[config.mk]
export PLATFORM = sky130hd
export DESIGN_NAME = calc_seq_ctrl_flat
export DESIGN_NICKNAME = d
export VERILOG_FILES = /design/src/rtl/calc_seq_ctrl_if.sv /design/src/rtl/calc_seq_ctrl.sv /design/src/flat_wrapper.sv
export SDC_FILE = /design/constraint.sdc
export NUM_CORES = 1
export LEC_CHECK = 0
export BUFFER_PORTS_ARGS = -buffer_cell sky130_fd_sc_hd__buf_4
export CAP_MARGIN = 20
export CORE_MARGIN = 1.5
export CORE_UTILIZATION = 55
export CTS_CLUSTER_SIZE = 12
export DETAILED_ROUTE_END_ITERATION = 12
export PLACE_DENSITY_LB_ADDON = 0.08
export SLEW_MARGIN = 5
export SYNTH_ARGS = -nofsm -noshare
export SYNTH_HDL_FRONTEND = slang
export SYNTH_SLANG_ARGS = --single-unit
[constraint.sdc]
create_clock -name clk -period 2.3 [get_ports clk]
set_clock_uncertainty 0.05 [all_clocks]
set_input_delay 0.46 -clock clk [delete_from_list [all_inputs] [get_ports clk]]
set_output_delay 0.46 -clock clk [all_outputs]
set_load 0.02 [all_outputs]
[src/rtl/calc_seq_ctrl_if.sv]
// rtl/calc_seq_ctrl_if.sv - key strobe, ALU and display bundle for the calculator sequencer
//
// Signals:
//   key_valid    one-cycle key strobe from the key decoder
//   key_code     0-9 digit, A add, B sub, C equals, D clear, E/F ignored
//   key_ready    high when a strobe this cycle will be accepted
//   alu_num1     operand A to the combinational BCD ALU
//   alu_num2     operand B to the combinational BCD ALU
//   alu_op       01 add, 10 sub
//   alu_result   saturated BCD result from the ALU
//   display_bcd  value shown by the 7-segment driver
//   result_valid one-cycle pulse when a result is captured
// Modports: slave = sequencer, master = key decoder / ALU / display side.

interface calc_seq_ctrl_if;
    logic        key_valid;
    logic [3:0]  key_code;
    logic        key_ready;
    logic [15:0] alu_num1;
    logic [15:0] alu_num2;
    logic [1:0]  alu_op;
    logic [15:0] alu_result;
    logic [15:0] display_bcd;
    logic        result_valid;

    modport slave (
        input  key_valid, key_code, alu_result,
        output key_ready, alu_num1, alu_num2, alu_op, display_bcd, result_valid
    );

    modport master (
        output key_valid, key_code, alu_result,
        input  key_ready, alu_num1, alu_num2, alu_op, display_bcd, result_valid
    );
endinterface

[src/rtl/calc_seq_ctrl.sv]
// rtl/calc_seq_ctrl.sv - keypad sequencer for the 4-digit BCD add/sub calculator
//
// Ports:
//   clk    system clock, rising edge
//   rst_n  synchronous active-low reset
//   bus    calc_seq_ctrl_if.slave: key strobes in, ALU operands/op out,
//          ALU result in, display value and result pulse out
//
// Operands are built by shifting BCD digits in from the right (max 4 digits).
// Equals or an operator after operand B launches a one-cycle S_EXEC in which
// the combinational ALU result is captured into operand A. An operator there
// chains: the new operator is held and applied after the capture.

module calc_seq_ctrl (
    input  logic              clk,
    input  logic              rst_n,
    calc_seq_ctrl_if.slave    bus
);

    typedef enum logic [2:0] {
        S_A    = 3'd0,
        S_OP   = 3'd1,
        S_B    = 3'd2,
        S_EXEC = 3'd3,
        S_RES  = 3'd4
    } state_t;

    localparam logic [1:0] OP_ADD = 2'b01;
    localparam logic [1:0] OP_SUB = 2'b10;

    state_t      state, state_nxt;
    logic [15:0] a_reg, a_nxt;
    logic [15:0] b_reg, b_nxt;
    logic [2:0]  a_cnt, a_cnt_nxt;
    logic [2:0]  b_cnt, b_cnt_nxt;
    logic [1:0]  op_reg, op_nxt;
    logic [1:0]  chain_op, chain_op_nxt;
    logic        chain_pend, chain_pend_nxt;
    logic [15:0] display, display_nxt;
    logic        res_valid, res_valid_nxt;

    logic        is_digit, is_op, is_eq, is_clr;
    logic [1:0]  key_op;
    logic [15:0] digit_ext;

    always_comb begin
        is_digit  = bus.key_valid && (bus.key_code <= 4'd9);
        is_op     = bus.key_valid && ((bus.key_code == 4'hA) || (bus.key_code == 4'hB));
        is_eq     = bus.key_valid && (bus.key_code == 4'hC);
        is_clr    = bus.key_valid && (bus.key_code == 4'hD);
        key_op    = (bus.key_code == 4'hA) ? OP_ADD : OP_SUB;
        digit_ext = {12'h000, bus.key_code};
    end

    always_comb begin
        state_nxt      = state;
        a_nxt          = a_reg;
        b_nxt          = b_reg;
        a_cnt_nxt      = a_cnt;
        b_cnt_nxt      = b_cnt;
        op_nxt         = op_reg;
        chain_op_nxt   = chain_op;
        chain_pend_nxt = chain_pend;
        display_nxt    = display;
        res_valid_nxt  = 1'b0;

        if (is_clr) begin
            // Clear wins over everything, including the S_EXEC capture.
            state_nxt      = S_A;
            a_nxt          = 16'h0000;
            b_nxt          = 16'h0000;
            a_cnt_nxt      = 3'd0;
            b_cnt_nxt      = 3'd0;
            op_nxt         = OP_ADD;
            chain_pend_nxt = 1'b0;
            display_nxt    = 16'h0000;
        end else begin
            unique case (state)
                S_A: begin
                    if (is_digit) begin
                        if (a_cnt < 3'd4) begin
                            a_nxt     = {a_reg[11:0], bus.key_code};
                            a_cnt_nxt = a_cnt + 3'd1;
                        end
                        display_nxt = a_nxt;
                    end else if (is_op) begin
                        op_nxt    = key_op;
                        state_nxt = S_OP;
                    end
                end
                S_OP: begin
                    if (is_digit) begin
                        b_nxt       = digit_ext;
                        b_cnt_nxt   = 3'd1;
                        display_nxt = digit_ext;
                        state_nxt   = S_B;
                    end else if (is_op) begin
                        op_nxt = key_op;
                    end
                end
                S_B: begin
                    if (is_digit) begin
                        if (b_cnt < 3'd4) begin
                            b_nxt     = {b_reg[11:0], bus.key_code};
                            b_cnt_nxt = b_cnt + 3'd1;
                        end
                        display_nxt = b_nxt;
                    end else if (is_eq) begin
                        chain_pend_nxt = 1'b0;
                        state_nxt      = S_EXEC;
                    end else if (is_op) begin
                        chain_op_nxt   = key_op;
                        chain_pend_nxt = 1'b1;
                        state_nxt      = S_EXEC;
                    end
                end
                S_EXEC: begin
                    // Non-clear strobes here are dropped (key_ready is low).
                    a_nxt         = bus.alu_result;
                    display_nxt   = bus.alu_result;
                    res_valid_nxt = 1'b1;
                    if (chain_pend) begin
                        op_nxt         = chain_op;
                        chain_pend_nxt = 1'b0;
                        // Result is a full operand; no further digits append to it.
                        a_cnt_nxt      = 3'd4;
                        state_nxt      = S_OP;
                    end else begin
                        state_nxt = S_RES;
                    end
                end
                S_RES: begin
                    if (is_digit) begin
                        a_nxt       = digit_ext;
                        a_cnt_nxt   = 3'd1;
                        b_nxt       = 16'h0000;
                        b_cnt_nxt   = 3'd0;
                        display_nxt = digit_ext;
                        state_nxt   = S_A;
                    end else if (is_op) begin
                        op_nxt    = key_op;
                        state_nxt = S_OP;
                    end else if (is_eq) begin
                        // Repeat the last operation with the retained b_reg/op_reg.
                        state_nxt = S_EXEC;
                    end
                end
                default: state_nxt = S_A;
            endcase
        end
    end

    always_ff @(posedge clk) begin
        if (!rst_n) begin
            state      <= S_A;
            a_reg      <= 16'h0000;
            b_reg      <= 16'h0000;
            a_cnt      <= 3'd0;
            b_cnt      <= 3'd0;
            op_reg     <= OP_ADD;
            chain_op   <= OP_ADD;
            chain_pend <= 1'b0;
            display    <= 16'h0000;
            res_valid  <= 1'b0;
        end else begin
            state      <= state_nxt;
            a_reg      <= a_nxt;
            b_reg      <= b_nxt;
            a_cnt      <= a_cnt_nxt;
            b_cnt      <= b_cnt_nxt;
            op_reg     <= op_nxt;
            chain_op   <= chain_op_nxt;
            chain_pend <= chain_pend_nxt;
            display    <= display_nxt;
            res_valid  <= res_valid_nxt;
        end
    end

    assign bus.key_ready    = (state != S_EXEC);
    assign bus.alu_num1     = a_reg;
    assign bus.alu_num2     = b_reg;
    assign bus.alu_op       = op_reg;
    assign bus.display_bcd  = display;
    assign bus.result_valid = res_valid;

endmodule

[src/flat_wrapper.sv]
// flat-port wrapper written by rule: the top's interface ports become plain ports
module calc_seq_ctrl_flat 
  (clk, rst_n, bus_key_valid, bus_key_code, bus_alu_result, bus_key_ready, bus_alu_num1, bus_alu_num2, bus_alu_op, bus_display_bcd, bus_result_valid);
  calc_seq_ctrl_if bus_i ();
  input  logic clk;
  input  logic rst_n;
  input wire logic [$bits(bus_i.key_valid)-1:0] bus_key_valid;
  input wire logic [$bits(bus_i.key_code)-1:0] bus_key_code;
  input wire logic [$bits(bus_i.alu_result)-1:0] bus_alu_result;
  output wire logic [$bits(bus_i.key_ready)-1:0] bus_key_ready;
  output wire logic [$bits(bus_i.alu_num1)-1:0] bus_alu_num1;
  output wire logic [$bits(bus_i.alu_num2)-1:0] bus_alu_num2;
  output wire logic [$bits(bus_i.alu_op)-1:0] bus_alu_op;
  output wire logic [$bits(bus_i.display_bcd)-1:0] bus_display_bcd;
  output wire logic [$bits(bus_i.result_valid)-1:0] bus_result_valid;
  assign bus_i.key_valid = bus_key_valid;
  assign bus_i.key_code = bus_key_code;
  assign bus_i.alu_result = bus_alu_result;
  assign bus_key_ready = bus_i.key_ready;
  assign bus_alu_num1 = bus_i.alu_num1;
  assign bus_alu_num2 = bus_i.alu_num2;
  assign bus_alu_op = bus_i.alu_op;
  assign bus_display_bcd = bus_i.display_bcd;
  assign bus_result_valid = bus_i.result_valid;
  calc_seq_ctrl u_core (.clk(clk), .rst_n(rst_n), .bus(bus_i));
endmodule
== After elaboration in Yosys (flattened, before gate mapping) ==
Cells that the tools add are included.

* Muxes and demuxes: 39
* Bitwise logic cells: 4
* Magnitude comparators: 3
* Eq/ne operators: 24
* Add/sub/neg operators: 2
* Reductions and logical operators: 23

{| class="wikitable"
|+ Operators with widths
! operator !! number
|-
| 16-bit 2-to-1 mux || 6
|-
| 16-bit one-hot mux with 3 select lines || 2
|-
| 16-bit one-hot mux with 4 select lines || 1
|-
| 3-bit 2-to-1 mux || 17
|-
| 2-bit by 1-bit != test with 1-bit output (second input constant) || 10
|-
| 3-bit one-hot mux with 3 select lines || 2
|-
| 4-bit == test (second input constant) || 4
|-
| 3-bit one-hot mux with 5 select lines || 1
|-
| 5-bit AND reduction || 3
|-
| 4-bit AND reduction || 3
|-
| 2-bit 2-to-1 mux || 4
|-
| 3-bit by 1-bit adder with 3-bit output (second input constant) || 2
|-
| 3-bit by 2-bit == test with 1-bit output (second input constant) || 2
|-
| 3-bit < comparator (second input constant) || 2
|-
| 2-bit != test (second input constant) || 3
|-
| 3-bit AND reduction || 2
|-
| 6-bit AND reduction || 1
|-
| 3-bit nonzero test || 2
|-
| 4-bit <= comparator (second input constant) || 1
|-
| 1-bit logical AND || 4
|-
| 1-bit 2-to-1 mux || 4
|-
| 4-bit by 1-bit != test with 1-bit output (second input constant) || 1
|-
| 1-bit inverter || 4
|-
| 2-bit one-hot mux with 2 select lines || 1
|-
| 11 further kinds || 13
|}

* Bits of input ports: 23
* Logic and storage cells: 105
* Output and inout bits: 52
* Register bits: 63

== Longest topological paths before layout ==
Gate-level depths: netlist of run 1.

* Word-level depth: 7
* Depth in mapped cells: 8

== Worst setup path after synthesis of run 1 ==
OpenSTA, ideal clock, no wires.

* Path kind: input port to flip-flop
* Start point: in bus_key_valid
* End point: reg u_core.state[2]
* Required time: 2.113 ns
* Arrival: 1.523 ns
* Setup slack: 0.590 ns
* Cell stages on the path: 5
* Library setup time: 0.137 ns
* Cells stage by stage: buf_2 > nand2_1 > or3_1 > a311oi_2 > a2111oi_2

* Word-level cells in the longest chain between the ends: 4
* Elaborated cells between the ends (all ways): 17
* Those cells by class: 6 x eq/ne; 5 x mux; 6 x reduce/logical

{| class="wikitable"
|+ Ends and longest elaborated chain
! element !! RTL line !! source
|-
| start: declaration || flat_wrapper.sv:7 || <nowiki>input wire logic [$bits(bus_i.key_valid)-1:0] bus_key_valid;</nowiki>
|-
| 1-bit logical AND, on equally long branches || calc_seq_ctrl.sv:48, calc_seq_ctrl.sv:49 ||
|-
| 3-bit 2-to-1 mux, on equally long branches || calc_seq_ctrl.sv:140, calc_seq_ctrl.sv:108 ||
|-
| 3-bit 2-to-1 mux, on equally long branches || calc_seq_ctrl.sv:133, calc_seq_ctrl.sv:102 ||
|-
| 3-bit one-hot mux with 5 select lines || calc_seq_ctrl.sv:78 || <nowiki>unique case (state)</nowiki>
|-
| end signal: assignment || calc_seq_ctrl.sv:166 || <nowiki>state <= state_nxt;</nowiki>
|-
| end: declaration || calc_seq_ctrl.sv:31 || <nowiki>state_t state, state_nxt;</nowiki>
|}

Parallel ways exist; a longest one is shown, timed or not. The select of a mux whose other input is x is not followed.
A chain may end at the register's enable or synchronous reset.

== Worst setup path after layout of run 1 ==
* Start point: reg u_core.state[1]
* End point: out bus_key_ready

* Word-level cells in the longest chain between the ends: 1

{| class="wikitable"
|+ Ends and longest elaborated chain
! element !! RTL line !! source
|-
| 3-bit by 2-bit != test with 1-bit output || calc_seq_ctrl.sv:179 || <nowiki>assign bus.key_ready = (state != S_EXEC);</nowiki>
|-
| end: declaration || flat_wrapper.sv:10 || <nowiki>output wire logic [$bits(bus_i.key_ready)-1:0] bus_key_ready;</nowiki>
|}

No other way between the ends.

==> metrics.md, run 1 <==
| Metric | Value |
|---|---|
| Post-synth top cells | `dfxtp_1 (63), a21oi_1 (42), nand2_1 (38)` |
| Post-synth top area share | `33.4%` |
| FF+latch count, synth | `between 60 and 70` |
| Total grt overflow | `0` |
| Vias in the first global route | `3446` |
| Core box area | `roughly 6700 µm²` |
| FMAX | `approximately 0.46 GHz` |
| Drt pass-1 iters | `7` |
| Die W | `85.9 µm` |
| Placed Cells | `577` |
| Via Count | `around 3800` |
| Synthesis Warnings | `0` |
| CTS tree | `done` |
| Post-synth EDFFs | `0` |
| GRT Total Usage | `30.4%` |
| Largest fanout on the critical path | `32` |
| Critical Path, Cell by Cell | `buf_12, and3b_1, buf_6, inv_1, buf_4` |
| Max_slew headroom | `56.3%` |
| Switching power total | `1.69 mW` |
| Hold buffer count at CTS | `0` |
| Syn Std Cell Area | `3780 µm²` |
| Clk sinks | `63` |
| I/O Buffers | `between 70 and 80` |
| Share of layout cells above drive strength 1 | `between 20 and 30%` |
| Global-route wire length before repair | `roughly 18 mm` |
| Drt wl/cell | `18.8 µm` |
| Vias per inst | `roughly 6.4` |
| Critical register-to-register path startpoint | `u_core.state[1]` |
| P_leak | `1.73 nW` |
| Power per cell area | `about 910 nW/µm²` |
| # Max-Cap Violations | `0` |
| Crit. End Element | `output port` |
| Area leader, netlist | `dfxtp_1` |
| Peak supply drop | `0.508 mV` |
| Clock Pin Slew Worst Setup and Hold Paths | `0.07 ns` |
| Hold EP | `u_core.chain_op[1]` |
| Clock insertion delay at the later pin of the skew report | `about 0.34 ns` |
| Hold Path Origin | `rst_n` |
| Initial antenna violation count | `0` |
| Final hold viol count | `0` |
| Initial DRC count | `286` |
| H-Tree Depth | `3` |
| Fillers | `just under 600` |
| Post-Layout Cell Count | `a little under 600` |
| Area grow syn2layout | `21.5%` |
| Final net count | `between 500 and 600` |
| Asr flop ratio synth | `0%` |
| Worst R2R End | `u_core.bus.display_bcd[2]` |
| Syn Inst Count | `446` |
| Worst reg2reg path depth | `5` |
| Remaining DRCs | `0` |
| Largest net degree at the start of global routing | `39` |
| RSZ-0062 raised after global routing | `false` |
| Sequential share of the synthesized area | `33.4%` |
| Avg Inst Size Synth | `8.48 µm²` |
| Worst Tran Pin Value | `0.646 ns` |
| Clock network fraction of design power | `22.9%` |
| Die footprint | `7380 µm²` |
| Total power | `4.20 mW` |
| Root Buffer | `clkbuf_8` |
| Worst EP arrival | `1.68 ns` |
| Worst setup SP type | `flip-flop` |
| Hold depth | `3` |
| Most common cell in the netlist | `dfxtp_1` |
| Crit Path Category | `flip-flop to output port` |
| Clock Tree Buf Depth | `2` |
| Die height | `roughly 86 µm` |
| CP max-delay cell | `dfxtp_1` |
| Syn_nets | `roughly 470` |
| Io pins | `75` |
| Status | `finished, final reports clean` |
| Core Util, Final | `slightly below 70%` |
| Cell variety after synth | `59` |
| Combinational group share of total power | `a little over two fifths` |
| Reg power frac | `about 34%` |
| WL final | `11.1 mm` |
| Internal Power | `2.50 mW` |
| Detailed Place HPWL | `7.63 mm` |
| Synth area leaders | `dfxtp_1 (33%), a21oi_1 (5.6%), a22oi_1 (5.0%)` |
| GPL Wtd Cong | `0.898` |
| Worst path max stage delay | `0.40 ns` |
| Final Max Tran Viols | `0` |
| Main synth FF type | `dfxtp_1` |
| CP required | `between 1.5 and 2 ns` |
| Num CTS Buffers | `9` |
| Fin crit period | `roughly 2.2 ns` |
| Diodes inserted | `0` |
| Final setup vio count | `0` |
| Setup_tns | `0 ns` |
| Hold Path Class | `primary input to flip-flop` |
| Post-CTS Setup Bufs | `0` |
| Final period utilization | `95.4%` |
| Antenna-violating nets left | `0` |
| Internal reg-to-reg setup slack | `0.35 ns` |
| Row count | `30` |
| Sw frac | `between 40 and 50%` |
| Starting density of the core | `56.3%` |
cells by family after synthesis:
group / synth area share [%]
compound gates: 34.3
xor+xnor: 0.463
fa+ha+maj: 0.662
mux: 8.67
buf+inv: 7.61
flops: 33.4
simple gates: 14.9
stage by stage:
step / hold slack (ns) / setup WS, ns / area (µm²)
finish: 0.393 / 0.107 / 4600
global route: 0.411 / 0.0405 / 4600
CTS: 0.390 / 0.0547 / 4590
detailed placement: 0.392 / 0.380 / 4400
global placement: 0.383 / 0.201 / 4390
floorplan: 0.372 / 0.590 / 3780
area by class of cell:
type / instances / area [µm²] / area share (%)
timing repair buffer: 97 / 761 / 16.6
multi-input combinational: 327 / 2250 / 48.9
sequential: 63 / 1260 / 27.4
inverter: 10 / 37.5 / 0.817
tap: 80 / 100 / 2.18
clock inverter: 4 / 45.0 / 0.980
clock buffer: 12 / 145 / 3.16
placed cells by master, fill, tap and decap left out, types with 3 or more instances in the layout:
cell and instances:
nand4b_1 4, mux2i_1 17, a32oi_1 14, nand2_1 38, o31ai_1 14, a221oi_1 8
a211oi_1 14, inv_1 9, a21oi_1 42, nor2b_1 8, a311oi_1 3, o2bb2ai_1 4
mux2_2 14, dfxtp_1 63, a31oi_1 4, a22oi_1 25, a21oi_2 11, nor2_1 21
o21ai_0 23, a21o_1 3, buf_4 93, clkbuf_8 10, clkinv_2 3, nand2b_1 9
nor3_1 10
worst max-delay path: cells and delay by family, from the launching register on:
kind | cells | cell delay, ns
buffers and inverters | 4 | 0.69
AND/OR/NAND/NOR | 1 | 0.24
flip-flops | 1 | 0.40
worst max-delay path by stage:
stage,start,endpoint,slack [ns],cells after the start
floorplan,bus_key_valid,u_core.state[2],0.59,5
global placement,u_core.state[1],u_core.bus.display_bcd[3],0.20,4
detailed placement,u_core.state[1],u_core.bus.alu_num2[11],0.38,5
CTS,u_core.state[0],bus_key_ready,0.05,5
global route,u_core.state[1],bus_key_ready,0.04,5
finish,u_core.state[1],bus_key_ready,0.11,5
registers in the layout, indices dropped and copies added, names as in the netlist, 2 cells and up:
register and count:
u_core.bus.alu_num2 16, u_core.chain_op 2, u_core.b_cnt 3, u_core.state 3
u_core.bus.alu_num1 16, u_core.bus.display_bcd 16, u_core.bus.alu_op 2, u_core.a_cnt 3
routing by layer:
layer  vias to the layer above  global-route usage, %  part of all wire, %
li1                       1822                      -                    -
met4                         0                   7.33                  1.1
met5                         -                      0                    0
met3                        18                   7.41                  8.2
met1                      1784                   43.3                   45
met2                       190                   46.6                   46
repair_timing:
item                                   4_1_cts  5_1_grt
resized for setup                            0        2
endpoints found under the hold margin        0        0
setup endpoints to repair                    0        1
power groups by stage:
stage | logic [mW] | registers (mW) | clock network (mW)
finish | 1.81 | 1.42 | 0.963
detailed placement | 1.78 | 1.44 | 0
floorplan | 1.10 | 1.56 | 0
CTS | 1.78 | 1.42 | 0.970
global route | 1.95 | 1.44 | 1.01
global placement | 1.73 | 1.44 | 0
No activity file was read; power rests on OpenSTA's default activity.
==> run 2, diff against run 1 <==
- ABC_AREA: unset -> 1
- HOLD_SLACK_MARGIN: unset -> 0.15
==> run 2 against run 1 <==
Wire length down 7.0%. Sequential share of layout area up 2.1 points. Sequential cell count unchanged. Synthesized area down 6.3%. Combinational power up 3%. Die area down 6.1%. Global-route usage about the same. Worst hold slack worse by 0.074 ns. Non-clock buffer count down 12. Critical path depth down 1. Utilization down 0.43 points. Critical endpoint unchanged. Largest cell class unchanged.
==> metrics.md, run 2 <==
| Metric | Value |
|---|---|
| Starting density of the core | `56.4% (was 56.3%)` |
| Initial DRC count | `307 (was 286)` |
| CP max-delay cell | `dfxtp_1 (unchanged)` |
| CP required | `1.79 ns (about the same)` |
| Reg area | `1260 µm² (unchanged)` |
| Clock Pin Slew Worst Setup and Hold Paths | `0.07 ns (about the same)` |
| Core Util, Final | `68.0% (was 68.4%)` |
| Avg Inst Size Synth | `6.70 µm² (was 8.48 µm²)` |
| Worst path max stage delay | `0.62 ns (was 0.40 ns)` |
| Most Used Layer, Global Route | `met1 (was met2)` |
| Post-CTS Setup Bufs | `0 (unchanged)` |
| Internal reg-to-reg setup slack | `0.47 ns (was 0.35 ns)` |
| Clock insertion delay at the later pin of the skew report | `0.34 ns (about the same)` |
| Synth Area in Adders | `0.706% (was 0.662%)` |
| Most frequent cells in the layout | `nand2_1 (105), nor2_1 (92), buf_4 (83), o21ai_0 (79), dfxtp_1 (63) (was buf_4 (93), dfxtp_1 (63), a21oi_1 (42), nand2_1 (38), a22oi_1 (25))` |
| Global routing met3 resource utilization | `4.87% (was 7.41%)` |
| Syn_nets | `554 (was 471)` |
| Die footprint | `6930 µm² (was 7380 µm²)` |
| Post-synth top cells | `nand2_1 (105), nor2_1 (92), o21ai_0 (79) (was dfxtp_1 (63), a21oi_1 (42), nand2_1 (38))` |
| Worst setup SP type | `flip-flop (unchanged)` |
| Drt wl/cell | `15.3 µm (was 18.8 µm)` |
| Post-place setup slack | `0.472 ns (was 0.380 ns)` |
| Clock Tree Buf Depth | `2 (unchanged)` |
| # Max-Cap Violations | `0 (unchanged)` |
| Fillers | `560 (was 588)` |
| Simple-Gate Fraction of Synth Area | `30.3% (was 14.9%)` |
| Final net count | `621 (was 533)` |
| Die W | `83.3 µm (was 85.9 µm)` |
| Worst EP arrival | `1.57 ns (was 1.68 ns)` |
| Share of layout cells above drive strength 1 | `20.2% (was 28.5%)` |
| CTS tree | `done (unchanged)` |
| Global-route wire length before repair | `16.9 mm (was 17.7 mm)` |
| Vias in the first global route | `3336 (was 3446)` |
| CP bufs+invs | `2 (was 4)` |
| Critical Path, Cell by Cell | `nand2_4, nor2_8, inv_2, buf_4 (was buf_12, and3b_1, buf_6, inv_1, buf_4)` |
| Total power | `4.24 mW (was 4.20 mW)` |
| GPL Wtd Cong | `0.885 (was 0.898)` |
| P_leak | `1.97 nW (was 1.73 nW)` |
| Antenna-violating nets left | `0 (unchanged)` |
| CP Depth | `4 (was 5)` |
| Final period utilization | `90.6% (was 95.4%)` |
| Syn Inst Count | `529 (was 446)` |
| Row count | `29 (was 30)` |
| Final setup vio count | `0 (unchanged)` |
| Max_slew headroom | `66.9% (was 56.3%)` |
| Crit Path Category | `flip-flop to output port (unchanged)` |
| Largest family of logic cells by synthesized area | `simple AND/OR/NAND/NOR gates (was compound AO/OA/AOI/OAI gates)` |
| Worst Setup SP | `u_core.state[1] (unchanged)` |
| Critical register-to-register path startpoint | `u_core.state[1] (unchanged)` |
| Remaining DRCs | `0 (unchanged)` |
| Synth area leaders | `dfxtp_1 (36%), o21ai_0 (11%), nand2_1 (11%) (was dfxtp_1 (33%), a21oi_1 (5.6%), a22oi_1 (5.0%))` |
| I/O Buffers | `74 (unchanged)` |
| Final hold viol count | `0 (unchanged)` |
| Post-synth top area share | `35.6% (was 33.4%)` |
| Via Count | `3777 (was 3814)` |
| Area grow syn2layout | `20.5% (was 21.5%)` |
| Most common cell in the netlist | `nand2_1 (was dfxtp_1)` |
| Post-Layout Cell Count | `676 (was 593)` |
| Top delay family on crit path | `flip-flops (was buffers and inverters)` |
| Synthesis Warnings | `0 (unchanged)` |
| Setup_tns | `0 ns (unchanged)` |
| Design area | `4270 µm² (was 4600 µm²)` |
| Asr flop ratio synth | `0% (unchanged)` |
| Hold Path Class | `primary input to flip-flop (unchanged)` |
| Num CTS Buffers | `9 (unchanged)` |
| WL final | `10.4 mm (was 11.1 mm)` |
| Fin crit period | `2.08 ns (was 2.19 ns)` |
| Final Max Tran Viols | `0 (unchanged)` |
| Main synth FF type | `dfxtp_1 (unchanged)` |
| Worst R2R End | `u_core.bus.display_bcd[11] (was u_core.bus.display_bcd[2])` |
| Root Buffer | `clkbuf_8 (unchanged)` |
| Power per cell area | `995 nW/µm² (was 913 nW/µm²)` |
| Peak supply drop | `0.615 mV (was 0.508 mV)` |
| Diodes inserted | `0 (unchanged)` |
| Die height | `83.3 µm (was 85.9 µm)` |
| Area occupied by multi-input gates | `1910 µm² (was 2250 µm²)` |
| H-Tree Depth | `3 (unchanged)` |
| Hold buffer count at CTS | `0 (unchanged)` |
| Multiplexer area fraction after synthesis | `3.39% (was 8.67%)` |
| Post-synth EDFFs | `0 (unchanged)` |
| Clk sinks | `63 (unchanged)` |
| Vias per inst | `5.59 (was 6.43)` |
| Cell Area, Placed | `4110 µm² (was 4400 µm²)` |
| Post-synthesis xor/xnor area fraction | `0.247% (was 0.463%)` |
| Initial antenna violation count | `0 (unchanged)` |
| Worst setup path end | `bus_key_ready (unchanged)` |
| GRT Total Usage | `30.5% (was 30.4%)` |
| Core box area | `6280 µm² (was 6720 µm²)` |
| Cell variety after synth | `32 (was 59)` |
| Placed Cells | `662 (was 577)` |
| Crit. End Element | `output port (unchanged)` |
| FMAX | `0.480 GHz (was 0.456 GHz)` |
| Largest net degree at the start of global routing | `50 (was 39)` |
| Worst reg2reg path depth | `8 (was 5)` |
| Met1 usage | `46.2% (was 43.3%)` |
| Met2 Use GR | `43.8% (was 46.6%)` |
| Commonest non-fill, non-tap cell in the layout | `nand2_1 (was buf_4)` |
| Worst Tran Pin Value | `0.497 ns (was 0.646 ns)` |
| Total grt overflow | `0 (unchanged)` |
| Post-route setup slack | `0.216 ns (was 0.107 ns)` |
| Detailed Place HPWL | `7.51 mm (was 7.63 mm)` |
| Io pins | `75 (unchanged)` |
| Synth Area in Compound Gates | `19.0% (was 34.3%)` |
| Status | `finished, final reports clean (unchanged)` |
| Hold slack | `0.319 ns (was 0.393 ns)` |
| Syn Std Cell Area | `3540 µm² (was 3780 µm²)` |
| CTS resizes | `0 (unchanged)` |
| Area leader, netlist | `dfxtp_1 (unchanged)` |
| RSZ-0062 raised after global routing | `false (unchanged)` |
| FF+latch count, synth | `63 (unchanged)` |
| Sequential share of the synthesized area | `35.6% (was 33.4%)` |
| Largest fanout on the critical path | `11 (was 32)` |
| Drt pass-1 iters | `5 (was 7)` |
-- run 2: cell count changes in the layout (fill, tap and decap cells not counted), sizes merged, moves of 25 or more --
cell and delta:
a21oi -27, a22oi -25, inv +36, nand2 +74, nor2 +73, o21ai +57
-- run 2: final cells by class --
cell class / instances / share of cell area [%]
multi-input combinational: 391 / 44.8
sequential: 63 / 29.6
timing repair buffer: 85 / 15.5
inverter: 46 / 4.11
clock buffer: 10 / 3.23
tap: 77 / 2.26
clock inverter: 4 / 0.557
-- run 2: per-layer routing --
metal  vias to the layer above  share of wire, %
li1                       1865                 -
met1                      1733                48
met2                       165                43
met3                        14               7.8
met4                         0               1.3
met5                         -                 0
-- run 2: cells by family after synthesis --
logic type | after synthesis
xor+xnor | 1
simple gates | 250
mux | 12
buf+inv | 75
fa+ha+maj | 2
flops | 63
compound gates | 126
-- run 2: how the worst min path moves through the flow --
stage / endpoint / cells past startpoint / slack (ns) / start
final: u_core.chain_op[0] / 2 / 0.32 / rst_n
after global routing: u_core.chain_op[0] / 2 / 0.32 / rst_n
after CTS: u_core.chain_op[0] / 2 / 0.32 / rst_n
after detailed placement: u_core.a_cnt[1] / 2 / 0.41 / u_core.a_cnt[1]
after global placement: u_core.a_cnt[1] / 2 / 0.40 / u_core.a_cnt[1]
after floorplan: u_core.a_cnt[1] / 2 / 0.39 / u_core.a_cnt[1]
-- run 2: worst reg2reg max path, stage by stage (launching register included) --
cell and delay [ns]:
dfxtp_1 0.62, inv_1 0.12, nand3_1 0.12, nand2_2 0.14, inv_2 0.10, nand2_1 0.25
o21ai_0 0.25, nor2_1 0.05, nor2_1 0.07
-- run 2: report_power, final --
group | switching (mW) | leakage (nW) | internal, mW
Combinational | 1.16 | 1.36 | 0.698
Sequential | 0.219 | 0.515 | 1.32
Clock | 0.437 | 0.0877 | 0.404
